--- config.mk ---
export PLATFORM = sky130hd
export DESIGN_NAME = mem_lsu_flat
export DESIGN_NICKNAME = d
export VERILOG_FILES = /design/src/rtl/mem_lsu_if.sv /design/src/rtl/mem_lsu.sv /design/src/flat_wrapper.sv
export SDC_FILE = /design/constraint.sdc
export NUM_CORES = 1
export LEC_CHECK = 0
export BUFFER_PORTS_ARGS = -buffer_cell sky130_fd_sc_hd__clkbuf_2
export CORE_UTILIZATION = 48
export DETAILED_ROUTE_END_ITERATION = 12
export PLACE_DENSITY = 0.74
export SKIP_CTS_REPAIR_TIMING = 1
export SLEW_MARGIN = 30
export SYNTH_ARGS = -nofsm -noshare
export SYNTH_HDL_FRONTEND = slang
export SYNTH_SLANG_ARGS = --single-unit
export TNS_END_PERCENT = 20
--- constraint.sdc ---
create_clock -name clk -period 5.5 [get_ports clk]
set_clock_uncertainty 0.15 [all_clocks]
set_input_delay 0 -clock clk [delete_from_list [all_inputs] [get_ports clk]]
set_output_delay 0 -clock clk [all_outputs]
set_load 0.005 [all_outputs]
--- src/rtl/mem_lsu_if.sv ---
// Data-bus bundle between the load/store unit and memory.
// The master side issues requests; the slave side answers with ack and read data.
interface mem_lsu_if;
    logic        bus_req_o;
    logic        bus_we_o;
    logic [31:0] bus_addr_o;
    logic [3:0]  bus_sel_o;
    logic [31:0] bus_wdata_o;
    logic        bus_ack_i;
    logic [31:0] bus_rdata_i;

    modport master (
        output bus_req_o, bus_we_o, bus_addr_o, bus_sel_o, bus_wdata_o,
        input  bus_ack_i, bus_rdata_i
    );

    modport slave (
        input  bus_req_o, bus_we_o, bus_addr_o, bus_sel_o, bus_wdata_o,
        output bus_ack_i, bus_rdata_i
    );
endinterface

--- src/rtl/mem_lsu.sv ---
// Memory-access stage: byte/half/word loads and stores over a req/ack bus,
// with misalignment detection, bus timeout and a registered write-back result.
//
// state  | meaning
// S_IDLE | accepting instructions; NOP-class and misaligned ops retire in one cycle
// S_BUS  | bus request outstanding; waiting for ack or timeout
module mem_lsu #(
    parameter int unsigned TIMEOUT = 255
) (
    input  logic        clk,
    input  logic        rst,
    input  logic        valid_i,
    input  logic [3:0]  mem_op_i,
    input  logic [4:0]  wd_i,
    input  logic        wreg_i,
    input  logic [31:0] wdata_i,
    input  logic [31:0] store_data_i,
    output logic        stall_req_o,
    mem_lsu_if.master   bus,
    output logic        valid_o,
    output logic [4:0]  wd_o,
    output logic        wreg_o,
    output logic [31:0] wdata_o,
    output logic        misalign_o,
    output logic        bus_err_o
);
    localparam logic [3:0] OP_LB  = 4'd1;
    localparam logic [3:0] OP_LH  = 4'd2;
    localparam logic [3:0] OP_LW  = 4'd3;
    localparam logic [3:0] OP_LBU = 4'd4;
    localparam logic [3:0] OP_LHU = 4'd5;
    localparam logic [3:0] OP_SB  = 4'd6;
    localparam logic [3:0] OP_SH  = 4'd7;
    localparam logic [3:0] OP_SW  = 4'd8;
    localparam logic [7:0] TC     = 8'(TIMEOUT - 1);

    typedef enum logic {S_IDLE, S_BUS} state_t;

    state_t      state;
    logic [7:0]  cnt;
    logic [3:0]  op_q;
    logic [4:0]  wd_q;
    logic        wreg_q;
    logic [31:0] addr_q;
    logic [3:0]  sel_q;
    logic [31:0] sdata_q;
    logic        we_q;
    logic        req_q;

    logic        is_load, is_store, is_half, is_word, misalign, accept_mem;
    logic [3:0]  sel_n;
    logic [31:0] sdata_n;
    logic [7:0]  byte_v;
    logic [15:0] half_v;
    logic [31:0] load_v;

    always_comb begin
        is_load  = (mem_op_i >= OP_LB) && (mem_op_i <= OP_LHU);
        is_store = (mem_op_i >= OP_SB) && (mem_op_i <= OP_SW);
        is_half  = (mem_op_i == OP_LH) || (mem_op_i == OP_LHU) || (mem_op_i == OP_SH);
        is_word  = (mem_op_i == OP_LW) || (mem_op_i == OP_SW);
        misalign = (is_half && wdata_i[0]) || (is_word && (wdata_i[1:0] != 2'b00));
        sel_n    = 4'b0001 << wdata_i[1:0];
        sdata_n  = {4{store_data_i[7:0]}};
        if (is_half) begin
            sel_n   = wdata_i[1] ? 4'b1100 : 4'b0011;
            sdata_n = {2{store_data_i[15:0]}};
        end else if (is_word) begin
            sel_n   = 4'b1111;
            sdata_n = store_data_i;
        end
        accept_mem = (state == S_IDLE) && valid_i && (is_load || is_store) && !misalign;
    end

    // Stall releases in the completing cycle so upstream advances on that same edge.
    assign stall_req_o = accept_mem ||
                         ((state == S_BUS) && !bus.bus_ack_i && (cnt != TC));

    always_comb begin
        case (addr_q[1:0])
            2'd0:    byte_v = bus.bus_rdata_i[7:0];
            2'd1:    byte_v = bus.bus_rdata_i[15:8];
            2'd2:    byte_v = bus.bus_rdata_i[23:16];
            default: byte_v = bus.bus_rdata_i[31:24];
        endcase
        half_v = addr_q[1] ? bus.bus_rdata_i[31:16] : bus.bus_rdata_i[15:0];
        case (op_q)
            OP_LB:   load_v = {{24{byte_v[7]}}, byte_v};
            OP_LBU:  load_v = {24'd0, byte_v};
            OP_LH:   load_v = {{16{half_v[15]}}, half_v};
            OP_LHU:  load_v = {16'd0, half_v};
            default: load_v = bus.bus_rdata_i;
        endcase
    end

    assign bus.bus_req_o   = req_q;
    assign bus.bus_we_o    = we_q;
    assign bus.bus_addr_o  = {addr_q[31:2], 2'b00};
    assign bus.bus_sel_o   = sel_q;
    assign bus.bus_wdata_o = sdata_q;

    always_ff @(posedge clk or negedge rst) begin
        if (!rst) begin
            state      <= S_IDLE;
            cnt        <= 8'd0;
            op_q       <= 4'd0;
            wd_q       <= 5'd0;
            wreg_q     <= 1'b0;
            addr_q     <= 32'd0;
            sel_q      <= 4'd0;
            sdata_q    <= 32'd0;
            we_q       <= 1'b0;
            req_q      <= 1'b0;
            valid_o    <= 1'b0;
            wd_o       <= 5'd0;
            wreg_o     <= 1'b0;
            wdata_o    <= 32'd0;
            misalign_o <= 1'b0;
            bus_err_o  <= 1'b0;
        end else begin
            valid_o    <= 1'b0;
            misalign_o <= 1'b0;
            bus_err_o  <= 1'b0;
            case (state)
                S_IDLE: begin
                    if (accept_mem) begin
                        op_q    <= mem_op_i;
                        wd_q    <= wd_i;
                        wreg_q  <= wreg_i;
                        addr_q  <= wdata_i;
                        sel_q   <= sel_n;
                        sdata_q <= sdata_n;
                        we_q    <= is_store;
                        req_q   <= 1'b1;
                        cnt     <= 8'd0;
                        state   <= S_BUS;
                    end else if (valid_i) begin
                        valid_o    <= 1'b1;
                        misalign_o <= misalign;
                        wd_o       <= wd_i;
                        wreg_o     <= wreg_i && !misalign;
                        wdata_o    <= wdata_i;
                    end
                end
                S_BUS: begin
                    if (bus.bus_ack_i) begin
                        req_q   <= 1'b0;
                        state   <= S_IDLE;
                        valid_o <= 1'b1;
                        wd_o    <= wd_q;
                        wreg_o  <= we_q ? 1'b0 : wreg_q;
                        wdata_o <= we_q ? 32'd0 : load_v;
                    end else if (cnt == TC) begin
                        req_q     <= 1'b0;
                        state     <= S_IDLE;
                        valid_o   <= 1'b1;
                        bus_err_o <= 1'b1;
                        wd_o      <= wd_q;
                        wreg_o    <= 1'b0;
                        wdata_o   <= 32'd0;
                    end else begin
                        cnt <= cnt + 8'd1;
                    end
                end
                default: state <= S_IDLE;
            endcase
        end
    end
endmodule

--- src/flat_wrapper.sv ---
// flat-port wrapper written by rule: the top's interface ports become plain ports
module mem_lsu_flat 
#(
    parameter int unsigned TIMEOUT = 255
)
  (clk, rst, valid_i, mem_op_i, wd_i, wreg_i, wdata_i, store_data_i, stall_req_o, valid_o, wd_o, wreg_o, wdata_o, misalign_o, bus_err_o, bus_bus_req_o, bus_bus_we_o, bus_bus_addr_o, bus_bus_sel_o, bus_bus_wdata_o, bus_bus_ack_i, bus_bus_rdata_i);
  mem_lsu_if bus_i ();
  input  logic clk;
  input  logic rst;
  input  logic valid_i;
  input  logic [3:0] mem_op_i;
  input  logic [4:0] wd_i;
  input  logic wreg_i;
  input  logic [31:0] wdata_i;
  input  logic [31:0] store_data_i;
  output logic stall_req_o;
  output logic valid_o;
  output logic [4:0] wd_o;
  output logic wreg_o;
  output logic [31:0] wdata_o;
  output logic misalign_o;
  output logic bus_err_o;
  output wire logic [$bits(bus_i.bus_req_o)-1:0] bus_bus_req_o;
  output wire logic [$bits(bus_i.bus_we_o)-1:0] bus_bus_we_o;
  output wire logic [$bits(bus_i.bus_addr_o)-1:0] bus_bus_addr_o;
  output wire logic [$bits(bus_i.bus_sel_o)-1:0] bus_bus_sel_o;
  output wire logic [$bits(bus_i.bus_wdata_o)-1:0] bus_bus_wdata_o;
  input wire logic [$bits(bus_i.bus_ack_i)-1:0] bus_bus_ack_i;
  input wire logic [$bits(bus_i.bus_rdata_i)-1:0] bus_bus_rdata_i;
  assign bus_bus_req_o = bus_i.bus_req_o;
  assign bus_bus_we_o = bus_i.bus_we_o;
  assign bus_bus_addr_o = bus_i.bus_addr_o;
  assign bus_bus_sel_o = bus_i.bus_sel_o;
  assign bus_bus_wdata_o = bus_i.bus_wdata_o;
  assign bus_i.bus_ack_i = bus_bus_ack_i;
  assign bus_i.bus_rdata_i = bus_bus_rdata_i;
  mem_lsu #(.TIMEOUT(TIMEOUT)) u_core (.clk(clk), .rst(rst), .valid_i(valid_i), .mem_op_i(mem_op_i), .wd_i(wd_i), .wreg_i(wreg_i), .wdata_i(wdata_i), .store_data_i(store_data_i), .stall_req_o(stall_req_o), .bus(bus_i), .valid_o(valid_o), .wd_o(wd_o), .wreg_o(wreg_o), .wdata_o(wdata_o), .misalign_o(misalign_o), .bus_err_o(bus_err_o));
endmodule
Word-level counts from Yosys, hierarchy flattened
Index checks and enable logic that the tools add are counted. W data, S select, Z words.

Flip-flop bits (word level): 130. Input bits: 110. Output and inout port bits: 112. Word-level logic and storage cells: 112.

Add/subtract/negate cells: 1. $lt $le $gt $ge: 4. Eq/ne operators: 19. Shift operators: 1. Muxes and demuxes: 46. Bitwise gates (word level): 1. Reduce and logical (&&, ||, !) cells: 24.

Operator list (count): $mux W32 (7); $pmux W32 S4 (1); $pmux W32 S2 (1); $mux W8 (3); $pmux W8 S3 (1); $mux W5 (4); $mux W1 (19); $eq A4 B3 Y1 const B (4); $mux W16 (1); $pmux W8 S2 (1); $eq A4 B2 Y1 const B (3); $mux W4 (3); $logic_and A1 B1 Y1 (10); $pmux W5 S2 (1); $add A8 B1 Y8 const B (1); $eq A8 B8 Y1 const B (1); $ne A2 B2 Y1 const B (4); $ne A8 B8 Y1 const B (1); $pmux W1 S2 (4); $logic_or A1 B1 Y1 (6); $reduce_and A3 Y1 (2); $eq A4 B1 Y1 const B (1); $eq A4 B4 Y1 const B (1); $ge A4 B1 Y1 const B (1); 13 further kinds (15).

Logic depth before layout (Yosys ltp)
Gate-level depths: netlist (run 1).

Word-level depth: 10. Depth in mapped cells: 8.

Worst setup path before layout (run 1)
Ideal clock, no wire load.

Path type: reg2reg. From: register u_core.addr_q[0]. To: register u_core.wdata_o[10]. Setup time: 0.125 ns. Arrival: 2.096 ns. Setup slack: 3.129 ns. Stages on the path, launching flop included: 8. Buffers on the path: 2. Clock period less this slack: 2.371 ns. Path through: dfrtp_1 -> clkbuf_1 -> mux4_2 -> or3b_1 -> buf_6 -> a221oi_2 -> a21oi_1 -> mux2_4.

Cells in the longest elaborated chain, start to end: 6. Elaborated cells between the ends (all ways): 8. Classes of those cells: 2 x eq/ne; 5 x mux; 1 x reduce/logical.

RTL lines: start, declared (line mem_lsu.sv:44) `logic [31:0] addr_q;`; start signal, assigned (line mem_lsu.sv:130) `addr_q <= wdata_i;`; $eq A2 B2 Y1 (tied with other cells) (line mem_lsu.sv:80) `case (addr_q[1:0])`; $pmux W8 S3 * (line mem_lsu.sv:80); $pmux W32 S4 * (line mem_lsu.sv:87) `case (op_q)`; $mux W32 * (line mem_lsu.sv:152) `wdata_o <= we_q ? 32'd0 : load_v;`; $mux W32 * (line mem_lsu.sv:146) `if (bus.bus_ack_i) begin`; $pmux W32 S2 * (line mem_lsu.sv:124) `case (state)`; end signal, assigned (line mem_lsu.sv:142) `wdata_o <= wdata_i;`; end signal, assigned (line mem_lsu.sv:152); end, declared (line mem_lsu.sv:23) `output logic [31:0] wdata_o,`.

Mark *: on every way between the ends. The rest lies on a longest branch, timed or not. A chain may end at the register's enable or synchronous reset.

Worst setup path in the final report (run 1)
From: register u_core.op_q[3]. To: register u_core.wdata_o[0].

Cells in the longest elaborated chain, start to end: 5. Elaborated cells between the ends (all ways): 8. Classes of those cells: 4 x eq/ne; 4 x mux.

RTL lines: start, declared (line mem_lsu.sv:41) `logic [3:0] op_q;`; start signal, assigned (line mem_lsu.sv:127) `op_q <= mem_op_i;`; $eq A4 B3 Y1 (tied with other cells) (line mem_lsu.sv:87); $pmux W32 S4 * (line mem_lsu.sv:87); $mux W32 * (line mem_lsu.sv:152); $mux W32 * (line mem_lsu.sv:146); $pmux W32 S2 * (line mem_lsu.sv:124).

Marks and branches as above.

==> results of run 1 <==
[layer usage]
metal  GRT usage, %  wire length (um)  up-vias
li1               -                 -     2810
met1          33.05              8067     3134
met2          41.84             10850      408
met3          7.772              1883       72
met4          12.27               804        0
met5              0                 0        -
[sequential cells by signal, summed over array words and instances, names as in the netlist]
name and cells:
u_core.addr_q 32, u_core.bus.bus_req_o 1, u_core.bus.bus_sel_o 4, u_core.bus.bus_wdata_o 32
u_core.bus.bus_we_o 1, u_core.bus_err_o 1, u_core.cnt 8, u_core.misalign_o 1
u_core.op_q 4, u_core.state 1, u_core.valid_o 1, u_core.wd_o 5
u_core.wd_q 5, u_core.wdata_o 32, u_core.wreg_o 1, u_core.wreg_q 1
[report_power, final]
group          switching, uW  total (uW)  leakage [uW]  internal (uW)
clock network            408        1040      0.000258            629
registers                240        1500       0.00155           1260
logic                    571        1200       0.00253            633
total                   1220        3740       0.00433           2520
[Yosys cell counts (all sizes together) (9+ instances only)]
cell type    n
o21ai       28
buf         56
nor2        60
dfrtp      130
a21oi       31
mux2        86
mux2i       24
nand2       37
clkbuf      17
inv         11
nand2b       9
a22oi       25
a31oi       19
[area by class of cell]
cell class	instances	area, um2	area share, %
inverters	12	45.04	0.4742
clock buffers	26	509.2	5.361
clock inverters	4	25.02	0.2634
multi-input cells	407	3192	33.60
well taps	180	225.2	2.371
repair buffers	335	2250	23.68
flip-flops and latches	130	3253	34.25
[metrics by stage]
stage	setup WS (ns)	hold slack [ns]	utilization [%]
after floorplan	3.129	-0.4456	-
after global placement	2.569	-0.1752	56.40
after detailed placement	2.429	-0.1629	56.40
after CTS	2.351	-0.6134	60.23
after global routing	2.231	-0.001998	68.17
final	2.323	-0.05850	68.17
[cell usage in the layout (no fill, tap or decap), types with 3 or more instances in the layout]
cell           count
clkbuf_1           4
mux2_2            81
nand2_1           37
o21ai_0           26
inv_1             11
a31oi_1           18
o211ai_1           8
nor3_1             3
a22oi_1           25
and3_1             3
nand3_1            3
a221oi_2           8
dlygate4sd3_1    109
nor2b_1            3
clkbuf_2         218
mux2i_1           24
nand3b_1           3
nand4_1            3
a22o_1             7
nand2b_1           9
nor2_1            60
a21oi_1           29
mux2_4             5
mux4_2             6
a222oi_1           7
clkbuf_8           5
buf_4              6
dfrtp_1          130
or3b_2             3
clkbuf_16         17
xor2_1             4
[logic make-up (layout without fill, tap and decap cells)]
family,count (synthesis),in the layout,synth area share (%)
adders and majority gates,2,2,0.3631
other,1,2,0.05442
buffers and inverters,85,377,7.027
xor gates and xnor gates,5,5,0.6355
and+or+nand+nor,134,134,8.971
muxes,118,118,20.54
AOI/OAI and AO/OA,146,146,15.20
DFF,130,130,47.21
[worst max-delay path, delay by kind of cell, from the launching register on]
kind                   cells  cell delay (ns)
DFF                        1             0.47
buffers and inverters      1             0.59
and+or+nand+nor            3             1.37
AOI/OAI and AO/OA          1             0.39
muxes                      1             0.06
[how the worst max path moves through the flow]
stage / endpoint / slack [ns] / start
floorplan: u_core.wdata_o[10]$_DFFE_PN0P_ / 3.13 / u_core.addr_q[0]$_DFFE_PN0P_
global route: u_core.wdata_o[0]$_DFFE_PN0P_ / 2.23 / u_core.op_q[3]$_DFFE_PN0P_
global placement: u_core.wdata_o[23]$_DFFE_PN0P_ / 2.57 / u_core.addr_q[1]$_DFFE_PN0P_
CTS: u_core.wdata_o[19]$_DFFE_PN0P_ / 2.35 / u_core.addr_q[1]$_DFFE_PN0P_
finish: u_core.wdata_o[0]$_DFFE_PN0P_ / 2.32 / u_core.op_q[3]$_DFFE_PN0P_
detailed placement: u_core.wdata_o[19]$_DFFE_PN0P_ / 2.43 / u_core.addr_q[1]$_DFFE_PN0P_
==> results.md, run 1 <==
* Remaining Overflow, GRT at 0
* Worst rel slew slack at 38.23%
* Main flop type after synthesis: dfrtp_1
* Maximum number of pins on one net before global-route repair at 78
* Clock tree root driver cell: clkbuf_16
* Largest driver fanout on the critical path at 10
* Overall via count from detail_route at 6424
* Dpl cell area at 7859 um2
* Count of endpoints failing setup in the final report at 0
* Final count of hold timing violations at 57
* Required time at the worst-slack endpoint at 5.63 ns
* Non-filler instance count after layout at 1094
* EDFF count, synth at 0
* Final Cycle Share at 57.77%
* Final critical-path required period at 3.177 ns
* Worst-Margin Slew at 0.9195 ns
* Timing-limited maximum frequency at 314.8 MHz
* Half-perimeter wire length after detailed placement at 13280 um
* #FFs+latches synth at 130
* Die area at 14840 um2
* Worst flop-to-flop path endpoint: u_core.wdata_o[0]$_DFFE_PN0P_
* Proportion of synthesized chip area in sequential cells at 47.21%
* Via count of the first global-routing pass at 5835
* Global-route wire length before repair at 29590 um
* Wire length per cell after detailed routing at 19.75 um
* Data arrival, critical path at 3.30 ns
* Number of buffers on the longest clock path at 2
* Final-layout setup total negative slack at 0 ns
* Routed wire length at 21610 um
* Distinct cell type count of the synthesized netlist at 56
* Clock tree from TritonCTS: built
* Source of the worst register-to-register timing path: u_core.op_q[3]$_DFFE_PN0P_
* Die Width at 121.8 um
* Setup repair after global routing missed its margin: no
* Fill count at 985
* Number of instances in the synthesized netlist at 621
* Total iterations of the first detailed-routing run at 7
* Clock Sink Count at 130
* Number of levels in the clock H-tree at 4
* Skew-Pair Late Insertion Delay at 0.42 ns
* Average cell area after synthesis at 11.10 um2
* Antenna violations before repair at 0
* Maximum cell stage delay along the critical path at 0.59 ns
* GRT Util Overall at 26.37%
* Clock transition at the registers of the reported paths at 0.06 ns
* Most area-hungry cell type in the Yosys netlist: dfrtp_1
* Max-slew violations at 0
* Max-cap viol count at 0
* Worst vdd ir at 0.0002211 V
* Share of Yosys cell area claimed by the top area cell type at 47.21%
* IO buf count at 219
* Standard-cell row count at 43
* Register-to-Register Setup Slack at 2.32 ns
* Cell types occupying the most area after synthesis: dfrtp_1 (47%), mux2_2 (13%), buf_4 (3.6%), mux2i_1 (3.5%), nor2_1 (3.3%)
* Number of nets in the layout at 1015
* P&R area growth vs syn at 37.86%
* Effective utilization at floorplan at 49.45%
* Start-to-end type of the worst setup path: reg2reg
* Crit end category: flip-flop
* Status: complete, but fails checks
* TritonCTS Buffers at 17
* Count of cells along the worst register-to-register path at 6
* Antenna violation net count after detailed routing at 0
* Synth warnings at 0
* Type of origin of the critical path: flip-flop
* Leakage power at 0.004331 uW
* Routed via count divided by cell count at 5.872
* Post-synthesis instance area at 6890 um2
* Failing checks: hold timing
* Critical path's slowest cell: nor2_1
* Summed area of non-filler cells in the final layout at 9499 um2
* Number of violations reported at the end of detailed-routing iteration 0 at 598
* Async set-or-reset flop fraction in the synthesized netlist at 100.0%
* Tightest hold margin at -0.05850 ns
* Hold Crit Class: in2async
* Pwr/cell area at 393.5 nW/um2
* Share of layout cells above drive strength 1 at 39.93%
* Top-level I/O count at 222
* Worst-path cell chain: or2_2 -> nor2_1 -> nor3_1 -> a222oi_1 -> dlygate4sd3_1 -> mux2i_1
* Number of antenna diodes at 0
* Count of placed standard cells including taps at 955
* Placeable core area at 13930 um2
* Placer congestion estimate at 0.8778
* DRC at 0
* Power, Total at 3738 uW
* Vert. Die Dim at 121.8 um
Power figures use the tool's default switching activity.
==> run 2, diff against run 1 <==
Settings changed: CORE_UTILIZATION 48 to 47, PLACE_DENSITY 0.74 to 0.76.
Clock period 5.5 ns to 2.7 ns, I/O delays scaled along.
==> run 2 against run 1 <==
  * The run still ends with hold timing left
  * Largest cell class unchanged
  * Final cell count up 1.1%
  * Worst setup slack worse by 2.1 ns
  * Highest routed layer unchanged
  * Hold slack worse by 0.011 ns
  * Critical endpoint is now u_core.wdata_o[4]$_DFFE_PN0P_
  * Critical path depth down 1
  * Sequential power up 97%
  * Global-route usage down 2.0 points
==> results.md, run 2 (synthesis results as in run 1) <==
* Antenna violation net count after detailed routing at 0 (unchanged)
* Routed wire length at 20860 um (-3.5%)
* Crit end category: flip-flop
* Clock tree from TritonCTS: built
* Remaining Overflow, GRT at 0 (unchanged)
* Via count of the first global-routing pass at 5299 (-9.2%)
* Tightest hold margin at -0.06969 ns (-0.01120 ns)
* Number of violations reported at the end of detailed-routing iteration 0 at 433 (-28%)
* Required time at the worst-slack endpoint at 2.88 ns (-2.75 ns)
* GRT Util Overall at 24.39% (-2.0 points)
* Leading cell type in the layout, fill and taps excluded: clkbuf_2
* DRC at 0 (unchanged)
* Worst flop-to-flop path endpoint: u_core.wdata_o[4]$_DFFE_PN0P_
* Worst Hold Launch: mem_op_i[1]
* Worst rel slew slack at 37.28% (-0.94 points)
* Final Cycle Share at 90.53% (+33 points)
* Effective utilization at floorplan at 48.88% (-0.57 points)
* Final critical-path required period at 2.444 ns (-0.7329 ns)
* Met3 routing resource usage after global routing at 7.657% (-0.11 points)
* Routed via count divided by cell count at 5.633 (-4.1%)
* Total iterations of the first detailed-routing run at 5 (-2)
* Number of nets in the layout at 1025 (+0.99%)
* Hold depth at 4
* Share of layout cells above drive strength 1 at 40.82% (+0.89 points)
* Worst-Margin Slew at 0.9336 ns (+0.01406 ns)
* Count of endpoints failing setup in the final report at 0 (unchanged)
* Max-slew violations at 0 (unchanged)
* Pwr/cell area at 800.1 nW/um2 (+100%)
* Antenna violations before repair at 0 (unchanged)
* Placer congestion estimate at 0.8434 (-3.9%)
* Non-filler instance count after layout at 1106 (+1.1%)
* Leading cell types in the layout, fill and taps excluded: clkbuf_2 (218), dfrtp_1 (130), dlygate4sd3_1 (108), mux2_2 (81), nor2_1 (60)
* Standard-cell row count at 43 (unchanged)
* Number of antenna diodes at 0 (unchanged)
* Max-cap viol count at 0 (unchanged)
* GR peak layer: met2
* Worst vdd ir at 0.0004955 V (+120%)
* Placeable core area at 14100 um2 (+1.2%)
* Start-to-end type of the worst setup path: reg2reg
* Power, Total at 7713 uW (+110%)
* Count of placed standard cells including taps at 966 (+1.2%)
* Timing-limited maximum frequency at 409.1 MHz (+30%)
* P&R area growth vs syn at 39.91%
* Setup repair after global routing missed its margin: no
* Failing checks: hold timing
* Clock transition at the registers of the reported paths at 0.05 ns (about the same)
* Status: complete, but fails checks
* Final-layout setup total negative slack at 0 ns (unchanged)
* Die Width at 123.1 um (+1.0%)
* Vert. Die Dim at 123.1 um (+1.0%)
* Largest driver fanout on the critical path at 10 (unchanged)
* Count of cells along the worst register-to-register path at 5 (-1)
* TritonCTS Buffers at 17 (unchanged)
* Final worst slack at 0.2558 ns (-2.067 ns)
* Global-route wire length before repair at 27750 um (-6.2%)
* Fraction of met1 tracks used by global routing at 31.95% (-1.1 points)
* Top-level I/O count at 222 (unchanged)
* Skew-Pair Late Insertion Delay at 0.41 ns (about the same)
* Half-perimeter wire length after detailed placement at 12980 um (-2.2%)
* Wire length per cell after detailed routing at 18.86 um (-4.5%)
* Maximum number of pins on one net before global-route repair at 73 (-6.4%)
* Leakage power at 0.004418 uW (+2.0%)
* Hold Crit Class: in2reg
* Clock Sink Count at 130 (unchanged)
* Type of origin of the critical path: flip-flop
* Die area at 15150 um2 (+2.1%)
* Endpoint, Worst Hold: u_core.bus.bus_we_o$_DFFE_PN0P_
* Post-Route Utilization at 68.39% (+0.22 points)
* Post-placement worst setup slack at 0.3408 ns (-2.089 ns)
* Overall via count from detail_route at 6230 (-3.0%)
* Data arrival, critical path at 2.63 ns (-0.67 ns)
* Clock tree root driver cell: clkbuf_16
* Register-to-Register Setup Slack at 0.26 ns (-2.07 ns)
* IO buf count at 219 (unchanged)
* Final count of hold timing violations at 1 (-98%)
* Number of buffers on the longest clock path at 2 (unchanged)
* GR Util met2 at 38.31% (-3.5 points)
* Number of levels in the clock H-tree at 4 (unchanged)
* Source of the worst register-to-register timing path: u_core.op_q[3]$_DFFE_PN0P_
run 2: cell types whose count changed in the layout (fill, tap and decap cells not counted), sizes merged:
cell / delta
buf: +11
inv: +1
clkinvlp: +1
bufinv: +1
dlygate4sd3: -1
clkinv: +1
clkbuf: -2
run 2: cell type report:
class / count / area (um2)
tap: 180 / 225.2
sequential: 130 / 3253
fill: 990 / 4456
clock inverter: 8 / 76.32
inverter: 12 / 45.04
timing repair buffer: 345 / 2369
multi-input combinational: 407 / 3181
clock buffer: 24 / 491.7
run 2: how the worst max path moves through the flow:
stage	start	endpoint	slack, ns	cells after the start
finish	u_core.op_q[3]$_DFFE_PN0P_	u_core.wdata_o[4]$_DFFE_PN0P_	0.26	5
global route	u_core.op_q[3]$_DFFE_PN0P_	u_core.wdata_o[4]$_DFFE_PN0P_	0.14	5
CTS	u_core.addr_q[1]$_DFFE_PN0P_	u_core.wdata_o[11]$_DFFE_PN0P_	0.33	5
detailed placement	u_core.addr_q[1]$_DFFE_PN0P_	u_core.wdata_o[11]$_DFFE_PN0P_	0.34	5
global placement	u_core.addr_q[1]$_DFFE_PN0P_	u_core.wdata_o[12]$_DFFE_PN0P_	0.38	5
floorplan	u_core.addr_q[0]$_DFFE_PN0P_	u_core.wdata_o[10]$_DFFE_PN0P_	0.33	7
run 2: per-stage QoR:
stage | area, um2 | hold slack [ns]
after detailed placement | 7991 | -0.08919
after CTS | 8559 | -0.5373
after floorplan | 6894 | -0.4456
final | 9641 | -0.06969
after global routing | 9641 | 0.01539
after global placement | 7991 | -0.09226
run 2: critical path: stages (launching register included):
cell      delay [ns]
dfrtp_1         0.48
or2_2           0.37
nor2_1          0.15
nor3_1          0.74
a222oi_1        0.27
mux2i_1         0.21
run 2: layer usage:
| layer | up-vias | part of all wire [%] |
|---|---|---|
| met5 | - | 0 |
| met4 | 0 | 2.2 |
| met3 | 53 | 8.8 |
| met2 | 336 | 49 |
| met1 | 3016 | 40 |
| li1 | 2825 | - |
run 2: report_power, final:
group / leakage [uW] / total (uW) / internal [uW] / switching (uW)
combinational: 0.00260 / 2560 / 1340 / 1220
sequential: 0.00155 / 2960 / 2560 / 392
clock: 0.000273 / 2200 / 1360 / 837
